`src/rtl/ram_read_responder_if.sv`:
```
// Bus bundle for ram_read_responder: SPI receive words, Ibex-style RAM read port,
// SPI transmit handshake and status flags.
interface ram_read_responder_if #(
    parameter int WIDTH = 32
);
    logic             spi_done;
    logic [WIDTH-1:0] spi_rx_data;
    logic             abort;
    logic             mem_req;
    logic [WIDTH-1:0] mem_addr;
    logic             mem_gnt;
    logic             mem_rvalid;
    logic [WIDTH-1:0] mem_rdata;
    logic             tx_valid;
    logic [WIDTH-1:0] tx_data;
    logic             tx_ready;
    logic             busy;
    logic             rd_done;

    modport slave (
        input  spi_done, spi_rx_data, abort, mem_gnt, mem_rvalid, mem_rdata, tx_ready,
        output mem_req, mem_addr, tx_valid, tx_data, busy, rd_done
    );

    modport master (
        output spi_done, spi_rx_data, abort, mem_gnt, mem_rvalid, mem_rdata, tx_ready,
        input  mem_req, mem_addr, tx_valid, tx_data, busy, rd_done
    );
endinterface

```
`src/rtl/ram_read_responder.sv`:
```
// Decodes READ cmd/addr/size from SPI, prefetches words from RAM into a small buffer and streams
// them to the SPI transmitter. Optional checksum trailer word: define RD_CHKSUM_EN.
module ram_read_responder #(
    parameter int         WIDTH     = 32,
    parameter int         BUF_DEPTH = 4,
    parameter logic [7:0] CMD_READ  = 8'h02
) (
    input  logic                 clk_sys,
    input  logic                 rst_sys_n,
    ram_read_responder_if.slave  bus
);
    localparam int PW = $clog2(BUF_DEPTH);
    localparam int CW = PW + 1;
    localparam logic [CW:0] DEPTH_C = (CW + 1)'(BUF_DEPTH);

    typedef enum logic [2:0] {
        S_IDLE     = 3'd0,
        S_GET_ADDR = 3'd1,
        S_GET_SIZE = 3'd2,
        S_XFER     = 3'd3,
        S_DONE     = 3'd4,
        S_FLUSH    = 3'd5
    } state_e;

    state_e           state_q, state_d;
    logic [WIDTH-1:0] addr_q, addr_d;
    logic [WIDTH-1:0] issue_left_q, issue_left_d;
    logic [WIDTH-1:0] tx_left_q, tx_left_d;
    logic [CW-1:0]    in_flight_q, in_flight_d;
    logic [CW-1:0]    cnt_q, cnt_d;
    logic [PW-1:0]    wr_ptr_q, wr_ptr_d, rd_ptr_q, rd_ptr_d;
    logic [WIDTH-1:0] buf_q [BUF_DEPTH];
    logic             req_q, req_d, busy_q, rd_done_q;
    logic             abort_s, gnt_s, rvalid_s, push_s, hs_s, pop_data_s, pop_trl_s;
    logic             req_hold_s, trailer_s, tx_valid_s;
    logic [WIDTH-1:0] tx_data_s;
    logic [CW:0]      occ_s;
`ifdef RD_CHKSUM_EN
    logic [WIDTH-1:0] chk_q, chk_d;
`endif

    assign abort_s    = bus.abort && ((state_q == S_GET_ADDR) || (state_q == S_GET_SIZE) ||
                                      (state_q == S_XFER));
    assign gnt_s      = req_q && bus.mem_gnt;
    assign req_hold_s = req_q && !bus.mem_gnt;
    assign rvalid_s   = bus.mem_rvalid && (in_flight_q != {CW{1'b0}});
    assign push_s     = rvalid_s && (state_q == S_XFER) && !abort_s;

    // The trailer is presented only once every data word has been accepted.
`ifdef RD_CHKSUM_EN
    assign trailer_s  = (state_q == S_XFER) && (tx_left_q == {WIDTH{1'b0}});
    assign tx_data_s  = (cnt_q != {CW{1'b0}}) ? buf_q[rd_ptr_q] : chk_q;
`else
    assign trailer_s  = 1'b0;
    assign tx_data_s  = buf_q[rd_ptr_q];
`endif
    assign tx_valid_s = (cnt_q != {CW{1'b0}}) || trailer_s;
    assign hs_s       = tx_valid_s && bus.tx_ready && (state_q == S_XFER) && !abort_s;
    assign pop_data_s = hs_s && (cnt_q != {CW{1'b0}});
    assign pop_trl_s  = hs_s && (cnt_q == {CW{1'b0}});

    assign bus.mem_req  = req_q;
    assign bus.mem_addr = addr_q;
    assign bus.tx_valid = tx_valid_s;
    assign bus.tx_data  = tx_data_s;
    assign bus.busy     = busy_q;
    assign bus.rd_done  = rd_done_q;

    // Next-state logic: FSM, issue/in-flight accounting and prefetch buffer pointers.
    always_comb begin
        state_d      = state_q;
        addr_d       = addr_q;
        issue_left_d = issue_left_q;
        tx_left_d    = tx_left_q;
        rd_ptr_d     = rd_ptr_q;
        wr_ptr_d     = wr_ptr_q;
`ifdef RD_CHKSUM_EN
        chk_d        = chk_q;
        if (pop_data_s) begin
            chk_d = chk_q + tx_data_s;
        end else begin
            chk_d = chk_q;
        end
`endif
        if (gnt_s) begin
            addr_d       = addr_q + 32'd4;
            issue_left_d = issue_left_q - 32'd1;
        end else begin
            addr_d       = addr_q;
        end
        in_flight_d = in_flight_q + {{(CW-1){1'b0}}, gnt_s} - {{(CW-1){1'b0}}, rvalid_s};
        cnt_d       = cnt_q + {{(CW-1){1'b0}}, push_s} - {{(CW-1){1'b0}}, pop_data_s};
        if (push_s) begin
            wr_ptr_d = wr_ptr_q + {{(PW-1){1'b0}}, 1'b1};
        end else begin
            wr_ptr_d = wr_ptr_q;
        end
        if (pop_data_s) begin
            rd_ptr_d  = rd_ptr_q + {{(PW-1){1'b0}}, 1'b1};
            tx_left_d = tx_left_q - 32'd1;
        end else begin
            rd_ptr_d  = rd_ptr_q;
        end

        case (state_q)
            S_IDLE: begin
                if (bus.spi_done && (bus.spi_rx_data[7:0] == CMD_READ)) begin
                    state_d = S_GET_ADDR;
`ifdef RD_CHKSUM_EN
                    chk_d   = {WIDTH{1'b0}};
`endif
                end else begin
                    state_d = S_IDLE;
                end
            end
            S_GET_ADDR: begin
                if (abort_s) begin
                    state_d = S_FLUSH;
                end else if (bus.spi_done) begin
                    addr_d  = {bus.spi_rx_data[WIDTH-1:2], 2'b00};
                    state_d = S_GET_SIZE;
                end else begin
                    state_d = S_GET_ADDR;
                end
            end
            S_GET_SIZE: begin
                if (abort_s) begin
                    state_d = S_FLUSH;
                end else if (bus.spi_done) begin
                    issue_left_d = bus.spi_rx_data;
                    tx_left_d    = bus.spi_rx_data;
`ifdef RD_CHKSUM_EN
                    state_d      = S_XFER;
`else
                    state_d      = (bus.spi_rx_data == {WIDTH{1'b0}}) ? S_DONE : S_XFER;
`endif
                end else begin
                    state_d = S_GET_SIZE;
                end
            end
            S_XFER: begin
                if (abort_s) begin
                    state_d = S_FLUSH;
`ifdef RD_CHKSUM_EN
                end else if (pop_trl_s) begin
`else
                end else if (pop_data_s && (tx_left_q == 32'd1)) begin
`endif
                    state_d = S_DONE;
                end else begin
                    state_d = S_XFER;
                end
            end
            S_DONE: begin
                state_d = S_IDLE;
            end
            S_FLUSH: begin
                if ((in_flight_d == {CW{1'b0}}) && !req_hold_s) begin
                    state_d = S_IDLE;
                end else begin
                    state_d = S_FLUSH;
                end
            end
            default: begin
                state_d = S_IDLE;
            end
        endcase

        if (abort_s) begin
            cnt_d    = {CW{1'b0}};
            rd_ptr_d = {PW{1'b0}};
            wr_ptr_d = {PW{1'b0}};
        end else begin
            cnt_d    = cnt_d;
        end

        // A granted request always has a buffer slot reserved, so the buffer cannot overflow.
        occ_s = {1'b0, cnt_d} + {1'b0, in_flight_d};
        if (req_hold_s) begin
            req_d = 1'b1;
        end else if ((state_d == S_XFER) && (issue_left_d != {WIDTH{1'b0}}) && (occ_s < DEPTH_C)) begin
            req_d = 1'b1;
        end else begin
            req_d = 1'b0;
        end
    end

    // State, counters, buffer storage and registered outputs.
    always_ff @(posedge clk_sys or negedge rst_sys_n) begin
        if (!rst_sys_n) begin
            state_q      <= S_IDLE;
            addr_q       <= {WIDTH{1'b0}};
            issue_left_q <= {WIDTH{1'b0}};
            tx_left_q    <= {WIDTH{1'b0}};
            in_flight_q  <= {CW{1'b0}};
            cnt_q        <= {CW{1'b0}};
            wr_ptr_q     <= {PW{1'b0}};
            rd_ptr_q     <= {PW{1'b0}};
            req_q        <= 1'b0;
            busy_q       <= 1'b0;
            rd_done_q    <= 1'b0;
            for (int i = 0; i < BUF_DEPTH; i++) begin
                buf_q[i] <= {WIDTH{1'b0}};
            end
`ifdef RD_CHKSUM_EN
            chk_q        <= {WIDTH{1'b0}};
`endif
        end else begin
            state_q      <= state_d;
            addr_q       <= addr_d;
            issue_left_q <= issue_left_d;
            tx_left_q    <= tx_left_d;
            in_flight_q  <= in_flight_d;
            cnt_q        <= cnt_d;
            wr_ptr_q     <= wr_ptr_d;
            rd_ptr_q     <= rd_ptr_d;
            req_q        <= req_d;
            busy_q       <= (state_d != S_IDLE);
            rd_done_q    <= (state_d == S_DONE);
            if (push_s) begin
                buf_q[wr_ptr_q] <= bus.mem_rdata;
            end
`ifdef RD_CHKSUM_EN
            chk_q        <= chk_d;
`endif
        end
    end
endmodule

```
`src/flat_wrapper.sv`:
```
// flat-port wrapper written by rule: the top's interface ports become plain ports
module ram_read_responder_flat 
#(
    parameter int         WIDTH     = 32,
    parameter int         BUF_DEPTH = 4,
    parameter logic [7:0] CMD_READ  = 8'h02
)
  (clk_sys, rst_sys_n, bus_spi_done, bus_spi_rx_data, bus_abort, bus_mem_gnt, bus_mem_rvalid, bus_mem_rdata, bus_tx_ready, bus_mem_req, bus_mem_addr, bus_tx_valid, bus_tx_data, bus_busy, bus_rd_done);
  ram_read_responder_if #(.WIDTH(WIDTH)) bus_i ();
  input  logic clk_sys;
  input  logic rst_sys_n;
  input wire logic [$bits(bus_i.spi_done)-1:0] bus_spi_done;
  input wire logic [$bits(bus_i.spi_rx_data)-1:0] bus_spi_rx_data;
  input wire logic [$bits(bus_i.abort)-1:0] bus_abort;
  input wire logic [$bits(bus_i.mem_gnt)-1:0] bus_mem_gnt;
  input wire logic [$bits(bus_i.mem_rvalid)-1:0] bus_mem_rvalid;
  input wire logic [$bits(bus_i.mem_rdata)-1:0] bus_mem_rdata;
  input wire logic [$bits(bus_i.tx_ready)-1:0] bus_tx_ready;
  output wire logic [$bits(bus_i.mem_req)-1:0] bus_mem_req;
  output wire logic [$bits(bus_i.mem_addr)-1:0] bus_mem_addr;
  output wire logic [$bits(bus_i.tx_valid)-1:0] bus_tx_valid;
  output wire logic [$bits(bus_i.tx_data)-1:0] bus_tx_data;
  output wire logic [$bits(bus_i.busy)-1:0] bus_busy;
  output wire logic [$bits(bus_i.rd_done)-1:0] bus_rd_done;
  assign bus_i.spi_done = bus_spi_done;
  assign bus_i.spi_rx_data = bus_spi_rx_data;
  assign bus_i.abort = bus_abort;
  assign bus_i.mem_gnt = bus_mem_gnt;
  assign bus_i.mem_rvalid = bus_mem_rvalid;
  assign bus_i.mem_rdata = bus_mem_rdata;
  assign bus_i.tx_ready = bus_tx_ready;
  assign bus_mem_req = bus_i.mem_req;
  assign bus_mem_addr = bus_i.mem_addr;
  assign bus_tx_valid = bus_i.tx_valid;
  assign bus_tx_data = bus_i.tx_data;
  assign bus_busy = bus_i.busy;
  assign bus_rd_done = bus_i.rd_done;
  ram_read_responder #(.WIDTH(WIDTH), .BUF_DEPTH(BUF_DEPTH), .CMD_READ(CMD_READ)) u_core (.clk_sys(clk_sys), .rst_sys_n(rst_sys_n), .bus(bus_i));
endmodule
```
`config.mk`:
```
export PLATFORM = sky130hd
export DESIGN_NAME = ram_read_responder_flat
export DESIGN_NICKNAME = d
export VERILOG_FILES = /design/src/rtl/ram_read_responder_if.sv /design/src/rtl/ram_read_responder.sv /design/src/flat_wrapper.sv
export SDC_FILE = /design/constraint.sdc
export NUM_CORES = 1
export LEC_CHECK = 0
export ABC_AREA = 1
export ABC_CLOCK_PERIOD_IN_PS = 3200
export BUFFER_PORTS_ARGS = -buffer_cell sky130_fd_sc_hd__buf_2
export CELL_PAD_IN_SITES_DETAIL_PLACEMENT = 0
export CELL_PAD_IN_SITES_GLOBAL_PLACEMENT = 2
export CORE_MARGIN = 1.5
export CORE_UTILIZATION = 36
export DETAILED_ROUTE_END_ITERATION = 12
export PLACE_DENSITY = 0.79
export SLEW_MARGIN = 20
export SYNTH_ARGS = -nofsm -noshare
export SYNTH_HDL_FRONTEND = slang
export SYNTH_SLANG_ARGS = --single-unit
```
`constraint.sdc`:
```
create_clock -name clk_sys -period 3.2 [get_ports clk_sys]
set_input_delay 0.16 -clock clk_sys [delete_from_list [all_inputs] [get_ports clk_sys]]
set_output_delay 0.16 -clock clk_sys [all_outputs]
set_load 0.02 [all_outputs]
```
Word-level counts from Yosys, hierarchy flattened:

Cells that the tools add are included.

* logic and storage cells: 104
* register bits after elaboration: 240
* input bits: 71

* reductions and logical operators: 30
* multiplexer cells: 35
* bitwise logic cells: 2
* order comparisons: 4
* eq/ne operators: 8
* add/subtract/negate cells: 10

Operators by type and width (count)
* $mux 32: 15
* $bwmux 128: 1
* $bmux 32 s2: 1
* $demux 32 s2: 1
* $sub 32x1->32 const B: 2
* $add 32x3->32 const B: 1
* $eq 32x1->1 const B: 1
* $logic_not 32->1: 1
* $reduce_bool 32->1: 1
* $mux 3: 8
* $logic_and 1x1->1: 16
* $pmux 3 s5: 1
* $mux 2: 5
* $eq 3x2->1 const B: 3
* $reduce_bool 3->1: 3
* $eq 8x2->1 const B: 1
* $add 3x1->3: 2
* $eq 3x3->1 const B: 2
* $ge 3x3->1 const B: 2
* $logic_not 3->1: 2
* $not 2->3: 2
* $sub 3x1->3: 2
* $add 2x1->2 const B: 2
* $add 3x3->4: 1
* 7 further kinds: 13

Longest topological paths before layout:

Gate-level depths: netlist of the first run.

* word-level depth: 16
* gate-level depth with buffers: 21
* gate-level depth less buffers: 21

Worst setup path after synthesis of the first run:

No wires, ideal clock.

* kind: reg2reg
* from: register u_core.cnt_q[1]
* to: register u_core.req_q, in the netlist u_core.bus.mem_req
* setup slack: 273 ps
* setup time: 66 ps
* cell stages (with the launch flop): 22
* data required time: 3134 ps
* data arrival time: 2861 ps
* period minus slack after synthesis: 2927 ps
* path through: dfrtp_1 > nor2_1 > nand2_1 > nand2_1 > nor2_2 > inv_2 > nor2_8 > ha_1 > inv_1 > ha_1 > inv_1 > fa_1 > o21ai_0 > a21oi_1 > ha_1 > nor3_1 > nand2_1 > inv_1 > nand2_1 > nor2_1 > nand2_1 > nand2_1

RTL lines
* start, declared: line ram_read_responder.sv:30 `logic [CW-1:0] cnt_q, cnt_d;`
* start signal, assigned: line ram_read_responder.sv:196 `cnt_q <= {CW{1'b0}};`
* start signal, assigned: line ram_read_responder.sv:214 `cnt_q <= cnt_d;`
* $reduce_bool 3->1 *: line ram_read_responder.sv:57 `assign tx_valid_s = (cnt_q != {CW{1'b0}}) || trailer_s;`
* net bus_tx_valid: line flat_wrapper.sv:21 `output wire logic [$bits(bus_i.tx_valid)-1:0] bus_tx_valid;`
* $logic_and 1x1->1 (3 in a row): line ram_read_responder.sv:58 `assign hs_s = tx_valid_s && bus.tx_ready && (state_q == S_XFER) && !abort_s;`
* $logic_and 1x1->1 *: line ram_read_responder.sv:59 `assign pop_data_s = hs_s && (cnt_q != {CW{1'b0}});`
* $sub 3x1->3 *: line ram_read_responder.sv:92 `cnt_d = cnt_q + {{(CW-1){1'b0}}, push_s} - {{(CW-1){1'b0}}, pop_data_s};`
* $mux 3 *: line ram_read_responder.sv:169 `if (abort_s) begin`
* net u_core.cnt_d[2]: line ram_read_responder.sv:30
* $add 3x3->4 *: line ram_read_responder.sv:178 `occ_s = {1'b0, cnt_d} + {1'b0, in_flight_d};`
* $lt 4x3->1 *: line ram_read_responder.sv:181 `end else if ((state_d == S_XFER) && (issue_left_d != {WIDTH{1'b0}}) && (occ_s < DEPTH_C)) begin`
* $logic_and 1x1->1 *: line ram_read_responder.sv:181
* $mux 1 *: line ram_read_responder.sv:181
* $mux 1 *: line ram_read_responder.sv:179 `if (req_hold_s) begin`
* net u_core.req_d: line ram_read_responder.sv:33 `logic req_q, req_d, busy_q, rd_done_q;`
* end signal, assigned: line ram_read_responder.sv:217 `req_q <= req_d;`
* end, declared: line ram_read_responder.sv:33

The timed path passes the listed nets; every way through them passes the cells marked *.
A chain may end at the register's enable or synchronous reset.

Worst setup path in the final report of the first run:

* from: register u_core.in_flight_q[2]
* to: register u_core.req_q, in the netlist u_core.bus.mem_req

* longest elaborated chain between the ends: 12

RTL lines
* start, declared: line ram_read_responder.sv:29 `logic [CW-1:0] in_flight_q, in_flight_d;`
* start signal, assigned: line ram_read_responder.sv:195 `in_flight_q <= {CW{1'b0}};`
* start signal, assigned: line ram_read_responder.sv:213 `in_flight_q <= in_flight_d;`
* branches (longest 2 deep; another with $add 3x1->3)
* $sub 3x1->3 *: line ram_read_responder.sv:91 `in_flight_d = in_flight_q + {{(CW-1){1'b0}}, gnt_s} - {{(CW-1){1'b0}}, rvalid_s};`
* net u_core.in_flight_d[2]: line ram_read_responder.sv:29
* $logic_not 3->1: line ram_read_responder.sv:158 `if ((in_flight_d == {CW{1'b0}}) && !req_hold_s) begin`
* $logic_and 1x1->1: line ram_read_responder.sv:158
* $mux 3: line ram_read_responder.sv:158
* $pmux 3 s5: line ram_read_responder.sv:105 `case (state_q)`
* $eq 3x2->1: line ram_read_responder.sv:181
* $logic_and 1x1->1: line ram_read_responder.sv:181
* $logic_and 1x1->1 *: line ram_read_responder.sv:181
* $mux 1 *: line ram_read_responder.sv:181
* $mux 1 *: line ram_read_responder.sv:179
* net u_core.req_d: line ram_read_responder.sv:33

Mark *: on every way through the listed nets, which the timed path passes.

==> impl_metrics.csv, run 1 <==
group,metric,value,unit
status,status,"finished clean",
worst_setup_path,cp_data_required_time,3.69,ns
logic_synthesis,yosysWarnings,0,
timing,timing.fmax,337,MHz
timing,drv_slew,0,
timing,tightest_slew,0.759,ns
logic_synthesis,synth-seq-cells,238,
worst_setup_path,critPathBufInv,4,
min_path,hold_class,"in2reg",
route,dr_total_vias,10768,
layout,drive_above_1_share,23.1,%
worst_setup_path,reg2reg_from,"u_core.in_flight_q[2]",
flow_run,cap_violations,0,
worst_setup_path,crit_family,"adder cells",
logic_synthesis,synth_area,12800,um2
route,firstDrtPassIters,6,
floorplanning,row_count,68,
pwr,worst_ir_drop_vdd,0.404,mV
floorplanning,dieArea,36800,um2
logic_synthesis,synth_seq_area_share,46.5,%
timing,period_share,92.7,%
min_path,hp-start,"bus_spi_rx_data[11]",
route,ant_nets,0,
grt,grt_pass1_vias,10769,
route,routedWlPerCell,17.2,um
grt,antenna_found_initial,2,
clock_tree,cts_root_buf,"clkbuf_16",
logic_synthesis,ys_types,48,
worst_setup_path,cp-startpoint,"u_core.in_flight_q[2]",
layout,nNetsFinal,1786,
logic_synthesis,synth_edf_count,0,
worst_setup_path,cp_max_fo,2,
clock_tree,clock_sinks,238,
layout,synthToLayoutAreaGrowth,23.2,%
placed_design,place_congestion,0.866,
clock_tree,clk_latency,0.55,ns
timing,setup_violations,0,
worst_setup_path,cp-end-kind,"flip-flop",
floorplanning,die_w,192,um
pwr,pwr_density_cell,870,nW/um2
route,vias_per_cell,4.95,
timing,post-route-min-period,2.97,ns
grt,grt_first_pass_wirelength,59.3,mm
clock_tree,path_clk_slew,0.06,ns
floorplanning,dieHeight,192,um
floorplanning,ios,139,
logic_synthesis,synth_cells,1484,
clock_tree,cts_buffer_depth,3,
timing,fin_setup_tns,0,ns
route,postRouteWirelength,37.4,mm
logic_synthesis,syn_area_per_cell,8.64,um2
route,post-route-drc-count,0,
timing,finalHoldViolCount,0,
clock_tree,htreeDepth,1,
grt,grt_max_degree,98,
grt,track_usage,20.6,%
clock_tree,cts_tree,"done",
timing,relSlewSlack,49.4,%
worst_setup_path,cp_data_arrival_time,3.45,ns
logic_synthesis,synthArstFlopShare,100,%
pwr,total_leakage_power,0.00788,uW
layout,final_util,45.4,%
grt,grt_overflow,0,
floorplanning,core,34800,um2
floorplanning,initial_core_util,36.8,%
timing,rsz0062_at_grt,"no",
clock_tree,cts_buffers,29,
worst_setup_path,crit_chain,"o31a_1 -> ha_1 -> inv_1 -> ha_1 -> inv_1 -> fa_2 -> xor2_1 -> xor2_1 -> inv_1 -> ha_1 -> nor3_2 -> nand2_1 -> inv_1 -> nand2_1 -> nor2_1 -> nand2_1 -> nand2_1",
worst_setup_path,start_kind,"flip-flop",
worst_setup_path,slowest_stage,"dfrtp_1",
timing,clock_skew,0.0116,ns
placed_design,portBuffers,136,
timing,fin_hold_ws,0.0171,ns
logic_synthesis,synthFlopType,"dfrtp_1",
placed_design,dp_hpwl,27.2,mm
worst_setup_path,worstSetupPathType,"reg2reg",
route,drt_iter0_drc,536,
worst_setup_path,critPathMaxStageDelay,0.38,ns
[worst paths after layout]
check | to | slack (ns) | cells after the start
setup / recovery | u_core.bus.mem_req | 0.23 | 17
hold / removal | u_core.bus.mem_addr[11] | 0.02 | 3
setup reg to reg | u_core.bus.mem_req | 0.23 | 17
hold reg to reg | u_core.buf_q[92] | 0.48 | 1
max in group asynchronous | u_core.issue_left_q[21] | 2.02 | 3
min in group asynchronous | u_core.buf_q[15] | 0.23 | 2
[cell families after synthesis]
family / synth area share (%)
simple gates: 23.1
flops: 46.5
buf+inv: 6.10
compound gates: 7.88
mux: 11.2
xor+xnor: 3.48
fa+ha+maj: 1.68
other cells: 0.0292
[power breakdown]
part | total [uW] | switching [uW] | leakage [uW] | internal, uW
logic | 5450 | 3400 | 0.00428 | 2060
clock network | 3390 | 1300 | 0.000479 | 2090
registers | 4920 | 863 | 0.00311 | 4050
total | 13800 | 5560 | 0.00788 | 8200
[flip-flops by register name (all words and copies together) (netlist names), 2 cells and up]
name	cells
u_core.buf_q	128
u_core.bus.mem_addr	30
u_core.cnt_q	3
u_core.in_flight_q	3
u_core.issue_left_q	32
u_core.rd_ptr_q	2
u_core.state_q	3
u_core.tx_left_q	32
u_core.wr_ptr_q	2
[synth_stat cells (8+ instances only)]
cell type	number	area, um2
nor3_1	18	90.1
buf_2	20	100
xnor2_1	17	149
nor4_1	12	75.1
nor2_1	223	837
nor2_2	11	68.8
dfrtp_1	238	5960
inv_1	131	492
nor2_4	8	90.1
nand3_1	68	340
o21ai_0	109	546
xor2_1	34	298
clkbuf_1	22	82.6
ha_1	14	175
o22ai_1	33	206
nand4_1	23	144
nand2_1	283	1060
mux2_2	123	1390
o21bai_1	8	60.1
a21oi_1	20	100
[worst min-delay path, stage by stage]
cell     delay (ns)
buf_2          0.08
inv_1          0.10
o21ai_0        0.19
[area by class of cell]
type	instances	area, um2
timing repair buffer	235	1640
antenna	1	2.50
inverter	138	523
fill	3452	19000
sequential	238	5960
tap	455	569
clock inverter	13	176
clock buffer	38	810
multi-input combinational	1057	6120
[per-stage QoR]
| stage | total power (uW) | instance area, um2 | setup slack (ns) | instances |
|---|---|---|---|---|
| floorplan | 8570 | 12800 | 0.273 | 1485 |
| global placement | 10200 | 14100 | 0.182 | 2053 |
| detailed placement | 10300 | 14100 | 0.108 | 2053 |
| CTS | 13800 | 15700 | 0.104 | 2168 |
| global route | 14800 | 15800 | 0.00199 | 2174 |
| finish | 13800 | 15800 | 0.233 | 2175 |
[metal layers]
layer | share of wire (%) | track usage (%) | up-vias
met1 | 46 | 27.6 | 5207
met4 | 1.6 | 4.45 | 2
met3 | 4.2 | 2.67 | 38
met2 | 48 | 35.6 | 202
met5 | 0.032 | 0 | -
li1 | - | - | 5319
[layout by cell type (no fill, tap or decap), types with 31 or more instances in the layout]
cell and n:
nand2_1 283, inv_1 130, dlygate4sd3_1 64, o22ai_1 33, mux2_2 123, nand3_1 68
buf_4 31, nor2_1 223, xor2_1 34, buf_2 135, o21ai_0 108, dfrtp_1 237
[timing repair]
item,in CTS,in global routing
hold buffers,64,0
endpoints found under the hold margin,270,0
endpoints found under the setup margin,0,1
buffers inserted,0,6
gates resized for setup,0,5
(Power assumes the default switching activity.)
==> run 2, diff against run 1 <==
- SETUP_SLACK_MARGIN: unset -> 0.5
==> run 2 against run 1 <==
Via count shrank 0.31%. Register-to-register slack gained 0.11 ns. Final cell count grew 0.51%. Sequential power is essentially flat. Die area is the same. Critical path depth grew 3. Combinational power grew 5.7%. Critical path type unchanged. Largest power group unchanged. Highest routed layer is now met4.
==> impl_metrics.csv, run 2 (same netlist as run 1, synthesis figures left out) <==
group,metric,value,unit
status,status,"finished clean",
grt,grt_first_pass_wirelength,60.6,mm
clock_tree,htreeDepth,1,
timing,rsz0062_at_grt,"yes",
worst_setup_path,cp-end-kind,"flip-flop",
clock_tree,cts_tree,"done",
route,postRouteWirelength,38.0,mm
timing,period_share,89.3,%
worst_setup_path,cp_common_cell,"nand2_1",
grt,grt_max_degree,81,
layout,mostFrequentLayoutCells,"281 x nand2_1, 236 x dfrtp_1, 219 x nor2_1, 135 x buf_2, 128 x inv_1",
floorplanning,dieHeight,192,um
route,post-route-drc-count,0,
layout,largest-register,"u_core.buf_q",
route,routedWlPerCell,17.4,um
pwr,pwr_density_cell,887,nW/um2
placed_design,place_congestion,0.868,
timing,finalHoldViolCount,0,
worst_setup_path,critPathMaxStageDelay,0.44,ns
layout,nNetsFinal,1794,
floorplanning,core,34800,um2
layout,mostFrequentLayoutCell,"nand2_1",
layout,synthToLayoutAreaGrowth,24.6,%
worst_setup_path,cp_data_required_time,3.68,ns
route,dr_total_vias,10735,
layout,largest_registers,"u_core.buf_q x128, u_core.issue_left_q x32, u_core.tx_left_q x32",
floorplanning,ios,139,
layout,final_util,45.9,%
timing,fin_setup_tns,0,ns
timing,clock_skew,0.0146,ns
clock_tree,cts_root_buf,"clkbuf_16",
worst_setup_path,worstSetupPathType,"reg2reg",
worst_setup_path,start_kind,"flip-flop",
placed_design,dp_hpwl,27.4,mm
route,vias_per_cell,4.91,
pwr,total_leakage_power,0.00793,uW
clock_tree,cts_buffer_depth,3,
floorplanning,row_count,68,
layout,drive_above_1_share,24.5,%
floorplanning,die_w,192,um
worst_setup_path,cp_data_arrival_time,3.34,ns
clock_tree,path_clk_slew,0.06,ns
floorplanning,dieArea,36800,um2
clock_tree,cts_buffers,29,
timing,fin_hold_ws,0.0381,ns
worst_setup_path,cp_max_fo,4,
timing,setup_violations,0,
worst_setup_path,slowest_stage,"dfrtp_2",
pwr,worst_ir_drop_vdd,0.464,mV
min_path,hold_class,"in2reg",
grt,grt_overflow,0,
flow_run,cap_violations,0,
timing,post-route-min-period,2.86,ns
clock_tree,clk_latency,0.55,ns
clock_tree,clock_sinks,238,
grt,grt_pass1_vias,10982,
placed_design,portBuffers,136,
route,drt_iter0_drc,558,
grt,track_usage,21.1,%
route,firstDrtPassIters,5,
worst_setup_path,crit_chain,"inv_2 -> nand3_2 -> nor2_4 -> inv_2 -> nor2_8 -> ha_4 -> inv_1 -> ha_1 -> inv_1 -> fa_2 -> o21ai_1 -> a21oi_2 -> ha_4 -> nor3_2 -> nand2_1 -> inv_1 -> nand2_1 -> nor2_2 -> nand2_1 -> nand2_1",
timing,timing.fmax,350,MHz
timing,relSlewSlack,49.5,%
timing,tightest_slew,0.757,ns
grt,antenna_found_initial,2,
floorplanning,initial_core_util,36.8,%
route,ant_nets,0,
timing,drv_slew,0,
layout,largest_register_ffs,128,
[run 2: through the flow]
stage / std cells / power [uW] / instance area [um2] / worst slack [ns]
finish: 2186 / 14200 / 16000 / 0.344
global route: 2185 / 15300 / 16000 / 0.174
CTS: 2182 / 14200 / 15900 / 0.311
detailed placement: 2052 / 10300 / 14100 / 0.191
global placement: 2052 / 10200 / 14100 / 0.237
floorplan: 1485 / 8580 / 12800 / 0.430
[run 2: layer usage]
layer | vias up | global-route usage (%) | wire [um]
li1 | 5333 | - | -
met1 | 5173 | 28.0 | 17600
met2 | 195 | 36.6 | 18200
met3 | 34 | 2.61 | 1510
met4 | 0 | 4.78 | 624
met5 | - | 0 | 0
[run 2: area by class of cell]
| cell class | instances | area (um2) |
|---|---|---|
| timing repair buffer | 243 | 1710 |
| sequential | 238 | 5960 |
| multi-input combinational | 1057 | 6190 |
| tap | 455 | 569 |
| inverter | 138 | 523 |
| clock inverter | 13 | 186 |
| fill | 3443 | 18800 |
| antenna | 2 | 5.00 |
| clock buffer | 40 | 837 |
[run 2: power by group]
group	switching, uW	leakage [uW]	internal (uW)	total (uW)
Clock	1340	0.000496	2150	3490
Sequential	873	0.00311	4050	4930
Combinational	3510	0.00433	2250	5760
Total	5720	0.00793	8460	14200
[run 2: worst paths after layout]
check,startpoint,depth (start not counted),endpoint,slack [ns]
max reg2reg,u_core.state_q[2],20,u_core.bus.mem_req,0.34
min,bus_abort,4,u_core.rd_ptr_q[1],0.04
min in group asynchronous,rst_sys_n,2,u_core.buf_q[19],0.18
max,u_core.state_q[2],20,u_core.bus.mem_req,0.34
min reg2reg,u_core.buf_q[34],1,u_core.buf_q[34],0.48
max in group asynchronous,rst_sys_n,3,u_core.buf_q[41],2.01
[run 2: worst max-delay path: cells and delay by family, from the launching register on]
| kind | cells | cell delay [ns] |
|---|---|---|
| buffers and inverters | 5 | 0.35 |
| flip-flops | 1 | 0.44 |
| AND/OR/NAND/NOR | 9 | 0.80 |
| AO/OA/AOI/OAI | 2 | 0.27 |
| adder cells (fa/ha/maj) | 4 | 0.94 |
[run 2: repair_timing]
item	4_1_cts	5_1_grt
setup endpoints to repair	4	6
pin swaps	7	4
gates resized for setup	6	12
buffers inserted	12	2
hold buffers	65	0
hold endpoints to repair	252	0
